### src/rtl/cp2_host_port.sv
// rtl/cp2_host_port.sv - CPU-side CP2 initiator: op issue/data sequencing and exception latching
module cp2_host_port #(
  parameter int WORD_W      = 32,
  parameter int EXC_W       = 4,
  parameter int FDS_TIMEOUT = 255
) (
  input  logic              clk,
  input  logic              rst,
  input  logic              cpu_req,
  input  logic [1:0]        cpu_op,
  input  logic [WORD_W-1:0] cpu_ir,
  input  logic [WORD_W-1:0] cpu_wdata,
  output logic              cpu_accept,
  output logic              cpu_busy,
  output logic              cpu_done,
  output logic              cpu_err,
  output logic [WORD_W-1:0] cpu_rdata,
  output logic              cpu_irq,
  output logic [EXC_W-1:0]  cpu_exccode,
  output logic              cpu_exc_ovf,
  input  logic              cpu_exc_ack,
  output logic              cp2_irenable_0,
  output logic [WORD_W-1:0] cp2_ir_0,
  output logic              cp2_ts_0,
  output logic              cp2_fs_0,
  output logic              cp2_as_0,
  input  logic              cp2_tbusy_0,
  input  logic              cp2_fbusy_0,
  input  logic              cp2_abusy_0,
  output logic              cp2_tds_0,
  output logic [WORD_W-1:0] cp2_tdata_0,
  input  logic              cp2_fds_0,
  input  logic [WORD_W-1:0] cp2_fdata_0,
  input  logic              cp2_excs_0,
  input  logic              cp2_exc_0,
  input  logic [EXC_W-1:0]  cp2_exccode_0
);

  typedef enum logic [2:0] {S_IDLE, S_ISSUE, S_TDATA, S_FWAIT, S_DONE} state_t;

  localparam logic [1:0]  OP_TS   = 2'b01;
  localparam logic [1:0]  OP_FS   = 2'b10;
  localparam logic [1:0]  OP_AS   = 2'b11;
  localparam logic [15:0] TIMEOUT = 16'(FDS_TIMEOUT);

  state_t            state, state_n;
  logic              req_q;
  logic [2:0]        busy_q;
  logic [1:0]        op_l;
  logic [WORD_W-1:0] ir_l, wdata_l, rdata_q;
  logic [15:0]       cnt;
  logic              err_q, class_busy, accept_ok, fwait_timeout, hold, exc_evt;
  logic              exc_pend;
  logic [EXC_W-1:0]  exc_code_q;
  logic              exc_ovf_q;

  // The accept decision uses the request snapshot taken on the previous edge,
  // so cpu_accept is a decode of flops and precedes the ISSUE cycle.
  always_comb begin
    class_busy = 1'b1;
    case (op_l)
      OP_TS:   class_busy = busy_q[0];
      OP_FS:   class_busy = busy_q[1];
      OP_AS:   class_busy = busy_q[2];
      default: class_busy = 1'b1;
    endcase
  end

  assign accept_ok     = (state == S_IDLE) && req_q && !class_busy;
  assign fwait_timeout = (state == S_FWAIT) && !cp2_fds_0 && (cnt == TIMEOUT);
  assign hold          = accept_ok || (state == S_ISSUE) || (state == S_TDATA);
  assign exc_evt       = cp2_exc_0 && cp2_excs_0;

  always_ff @(posedge clk or negedge rst) begin
    if (!rst) state <= S_IDLE;
    else      state <= state_n;
  end

  always_comb begin
    state_n = state;
    case (state)
      S_IDLE:  if (accept_ok) state_n = S_ISSUE;
      S_ISSUE: begin
        case (op_l)
          OP_TS:   state_n = S_TDATA;
          OP_FS:   state_n = S_FWAIT;
          default: state_n = S_DONE;
        endcase
      end
      S_TDATA: state_n = S_DONE;
      S_FWAIT: begin
        if (cp2_fds_0)          state_n = S_DONE;
        else if (cnt == TIMEOUT) state_n = S_IDLE;
      end
      S_DONE:  state_n = S_IDLE;
      default: state_n = S_IDLE;
    endcase
  end

  always_comb begin
    cpu_accept     = accept_ok;
    cpu_busy       = accept_ok || (state == S_ISSUE) || (state == S_TDATA) || (state == S_FWAIT);
    cpu_done       = (state == S_DONE);
    cp2_irenable_0 = (state == S_ISSUE);
    cp2_ir_0       = '0;
    cp2_ts_0       = 1'b0;
    cp2_fs_0       = 1'b0;
    cp2_as_0       = 1'b0;
    cp2_tds_0      = (state == S_TDATA);
    cp2_tdata_0    = '0;
    if (state == S_ISSUE) begin
      cp2_ir_0 = ir_l;
      cp2_ts_0 = (op_l == OP_TS);
      cp2_fs_0 = (op_l == OP_FS);
      cp2_as_0 = (op_l == OP_AS);
    end
    if (state == S_TDATA) cp2_tdata_0 = wdata_l;
  end

  // Op fields track the CPU until accepted and stay frozen while ISSUE/TDATA use them.
  always_ff @(posedge clk or negedge rst) begin
    if (!rst) begin
      req_q   <= 1'b0;
      busy_q  <= '0;
      op_l    <= '0;
      ir_l    <= '0;
      wdata_l <= '0;
      cnt     <= '0;
      err_q   <= 1'b0;
      rdata_q <= '0;
    end else begin
      req_q  <= cpu_req;
      busy_q <= {cp2_abusy_0, cp2_fbusy_0, cp2_tbusy_0};
      if (!hold) begin
        op_l    <= cpu_op;
        ir_l    <= cpu_ir;
        wdata_l <= cpu_wdata;
      end
      cnt   <= (state == S_FWAIT) ? cnt + 16'd1 : 16'd0;
      err_q <= fwait_timeout;
      if ((state == S_FWAIT) && cp2_fds_0) rdata_q <= cp2_fdata_0;
    end
  end

  always_ff @(posedge clk or negedge rst) begin
    if (!rst) begin
      exc_pend   <= 1'b0;
      exc_code_q <= '0;
      exc_ovf_q  <= 1'b0;
    end else if (exc_evt) begin
      if (!exc_pend || cpu_exc_ack) begin
        exc_pend   <= 1'b1;
        exc_code_q <= cp2_exccode_0;
      end else begin
        exc_ovf_q <= 1'b1;
      end
    end else if (cpu_exc_ack) begin
      exc_pend <= 1'b0;
    end
  end

  assign cpu_err     = err_q;
  assign cpu_rdata   = rdata_q;
  assign cpu_irq     = exc_pend;
  assign cpu_exccode = exc_code_q;
  assign cpu_exc_ovf = exc_ovf_q;

endmodule
### config.mk
export PLATFORM = sky130hd
export DESIGN_NAME = cp2_host_port
export DESIGN_NICKNAME = d
export VERILOG_FILES = /design/src/rtl/cp2_host_port.sv
export SDC_FILE = /design/constraint.sdc
export NUM_CORES = 1
export LEC_CHECK = 0
export CAP_MARGIN = 20
export CORE_UTILIZATION = 47
export CTS_CLUSTER_DIAMETER = 150
export DETAILED_ROUTE_END_ITERATION = 10
export PLACE_DENSITY = 0.9
export SYNTH_ARGS = -nofsm -noshare
export SYNTH_HDL_FRONTEND = slang
export SYNTH_SLANG_ARGS = --single-unit
### constraint.sdc
create_clock -name clk -period 3.8 [get_ports clk]
set_input_delay 0.57 -clock clk [delete_from_list [all_inputs] [get_ports clk]]
set_output_delay 0.57 -clock clk [all_outputs]
set_load 0.05 [all_outputs]
==> impl_metrics.tcl, run 1 <==
set metrics [dict create \
    synthToLayoutAreaGrowth_pct 53.90 \
    final_cell_mix "221 x clkdlybuf4s50_1, 128 x dfrtp_1, 102 x mux2_2" \
    fin_total_pwr_w 0.006911 \
    fin_hold_ws_ns 0.2585 \
    nets 757 \
    avgViaCountPerCell 5.128 \
    cp_max_fo 30 \
    drc 0 \
    postSynth.asyncResetShare_pct 100.0 \
    worstSetupStartpointType "flop" \
    yosysWarnings 0 \
    fmax_mhz 298.8 \
    cts_tree "yes" \
    synth_seq_cells 128 \
    finalSetupViolCount 0 \
    die_w_microns 109.9 \
    leakage_nw 3.593 \
    grt_max_degree 69 \
    antenna_found_initial 0 \
    start_util_pct 48.12 \
    finalSetupTns_ns 0 \
    ant_nets 0 \
    fin_crit_sh_pct 88.06 \
    syn-num-nets 531 \
    synth.avg_cell_area_sq_um 13.22 \
    htreeDepth 4 \
    coreArea_sq_um 11370 \
    power_density_nw_per_um2 820.8 \
    place_congestion 0.7590 \
    drv_cap 0 \
    wire_per_inst_microns 18.14 \
    cp_data_arrival_time_ns 2.78 \
    numCtsBuffers 17 \
    synth-edff-count 0 \
    setup_ws_ns 0.4537 \
    cts_root_buf "clkbuf_16" \
    grt_pass1_wl_mm 22.15 \
    syn_area_sq_um 5471 \
    dr.pass1.iters 4 \
    io_pins 223 \
    synth_ff_type "dfrtp_1" \
    fill_cells 706 \
    skew_ns 0.006271 \
    cts_hold_buf 0 \
    io_buffer_count 222 \
    clockBufferDepth 2 \
    drt_iter0_markers 166 \
    clk_pin_slew_ns 0.05 \
    hold_viol 0 \
    die_y_microns 109.9 \
    synth-seq-area-share_pct 58.54 \
    synth_cell_types 37 \
    rsz0062_at_grt "false" \
    post-cts-setup-buffers 0 \
    dpl_worst_slack_ns 0.9082 \
    min_period_ns 3.346 \
    status "finished, final reports clean" \
    vias 4082 \
    peakVddDrop_mv 0.6670 \
    synth_cells 414 \
    rows 39 \
    routed_wirelength_mm 14.44 \
    grt_overflow_total 0 \
    required_ns 3.23 \
    cts_resized 0 \
    clock_latency_ns 0.41 \
    maxSlewViolCount 0 \
    end_kind "output pin" \
    tightest_slew_ns 0.8802 \
    dieArea_sq_um 12080 \
    dpl.hpwl_mm 10.23 \
    critical_path_class "flop to output pin" \
    n_antenna_cell 0 \
    drive_gt1_share_pct 22.21 \
    clock_sinks 128 \
    gr-usage-all-layers_pct 25.34 \
    final_common_cell "clkdlybuf4s50_1" \
    worst_hold_path_type "input port to async pin" \
    first_global_vias 4370 \
    maxSlewHeadroom_pct 41.32 \
]
[state kept, by name, summed over array words and instances, names as in the netlist]
register,cells
busy_q,3
cnt,16
cpu_err,1
cpu_exc_ovf,1
cpu_exccode,4
cpu_irq,1
cpu_rdata,32
ir_l,32
op_l,2
req_q,1
state,3
wdata_l,32
[worst paths after layout]
path | startpoint | end | slack (ns) | cells past startpoint
min in group clk | cnt[0] | cnt[0] | 0.49 | 1
max reg2reg | op_l[0] | wdata_l[27] | 1.11 | 7
max | state[1] | cp2_ir_0[2] | 0.45 | 5
min reg2reg | cnt[0] | cnt[0] | 0.49 | 1
min | rst | ir_l[24] | 0.26 | 1
max in group asynchronous | rst | cpu_rdata[17] | 2.74 | 2
[area by class of cell]
| cell class | count | area [sq um] | area share (%) |
|---|---|---|---|
| clock buffers | 27 | 523.0 | 6.211 |
| clock inverters | 5 | 50.05 | 0.5944 |
| inverters | 5 | 18.77 | 0.2229 |
| multi-input cells | 260 | 2157 | 25.62 |
| flip-flops and latches | 128 | 3203 | 38.04 |
| well taps | 143 | 178.9 | 2.125 |
| repair buffers | 228 | 2290 | 27.19 |
[cells in the mapped netlist, drive strengths merged, types with 3 or more instances]
master / n / share of area [%]
dfrtp: 128 / 59
mux2: 102 / 21
and2: 68 / 7.8
nor2: 13 / 0.89
nand2: 12 / 0.82
clkbuf: 11 / 0.75
buf: 10 / 1.1
nand3: 8 / 0.96
xnor2: 6 / 0.96
a21oi: 5 / 0.46
ha: 5 / 1.1
inv: 5 / 0.34
nor4: 5 / 0.57
nor3: 4 / 0.37
o21ai: 3 / 0.27
or3: 3 / 0.37
xor2: 3 / 0.48
[routing by layer]
layer / GRT usage [%] / vias to the layer above / wire [microns]
met5: 0 / - / 0
met4: 14.29 / 0 / 544
met3: 9.959 / 40 / 1210
met2: 43.53 / 175 / 7613
met1: 26.32 / 1995 / 5068
li1: - / 1872 / -
[logic make-up after synthesis]
family                   count (synthesis)  synth area share, %
flip-flops                             128                58.54
AND/OR/NAND/NOR                        126                13.45
multiplexers                           103                21.18
buffers and inverters                   26                2.195
AO/OA/AOI/OAI                           17                2.058
XOR/XNOR                                 9                1.441
adder cells (fa/ha/maj)                  5                1.143
[where the power goes]
group | internal, W | total (W) | switching, W
combinational | 0.00136 | 0.00320 | 0.00184
clock | 0.000999 | 0.00156 | 0.000557
sequential | 0.00187 | 0.00215 | 0.000284
total | 0.00423 | 0.00691 | 0.00268
[through the flow]
stage               utilization [%]  std cells  area [sq um]
finish                        74.06        796          8421
floorplan                         -        414          5472
global route                  74.06        796          8421
detailed placement            69.02        764          7848
CTS                           74.06        796          8421
global placement              69.02        764          7848
[worst max-delay path: stages (launching register included)]
cell,delay (ns)
dfrtp_1,0.46
or2_2,0.36
nor2_2,0.24
buf_4,0.32
and2_1,0.16
clkdlybuf4s50_1,0.83
Power figures use the tool's default switching activity.
==> inputs of run 2 (changes only) <==
==> constraint.sdc (replaced) <==
create_clock -name clk -period 3.8 [get_ports clk]
set_input_delay 0.76 -clock clk [delete_from_list [all_inputs] [get_ports clk]]
set_output_delay 0.76 -clock clk [all_outputs]
set_load 0.05 [all_outputs]
==> results of run 2 <==
Same layout as run 1 (identical final DEF). Status: finished, final reports clean.
Among the figures that moved: setup slack after placement 0.9082 ns -> 0.7182 ns; setup slack after layout 0.4537 ns -> 0.2637 ns; hold slack 0.2585 ns -> 0.4485 ns
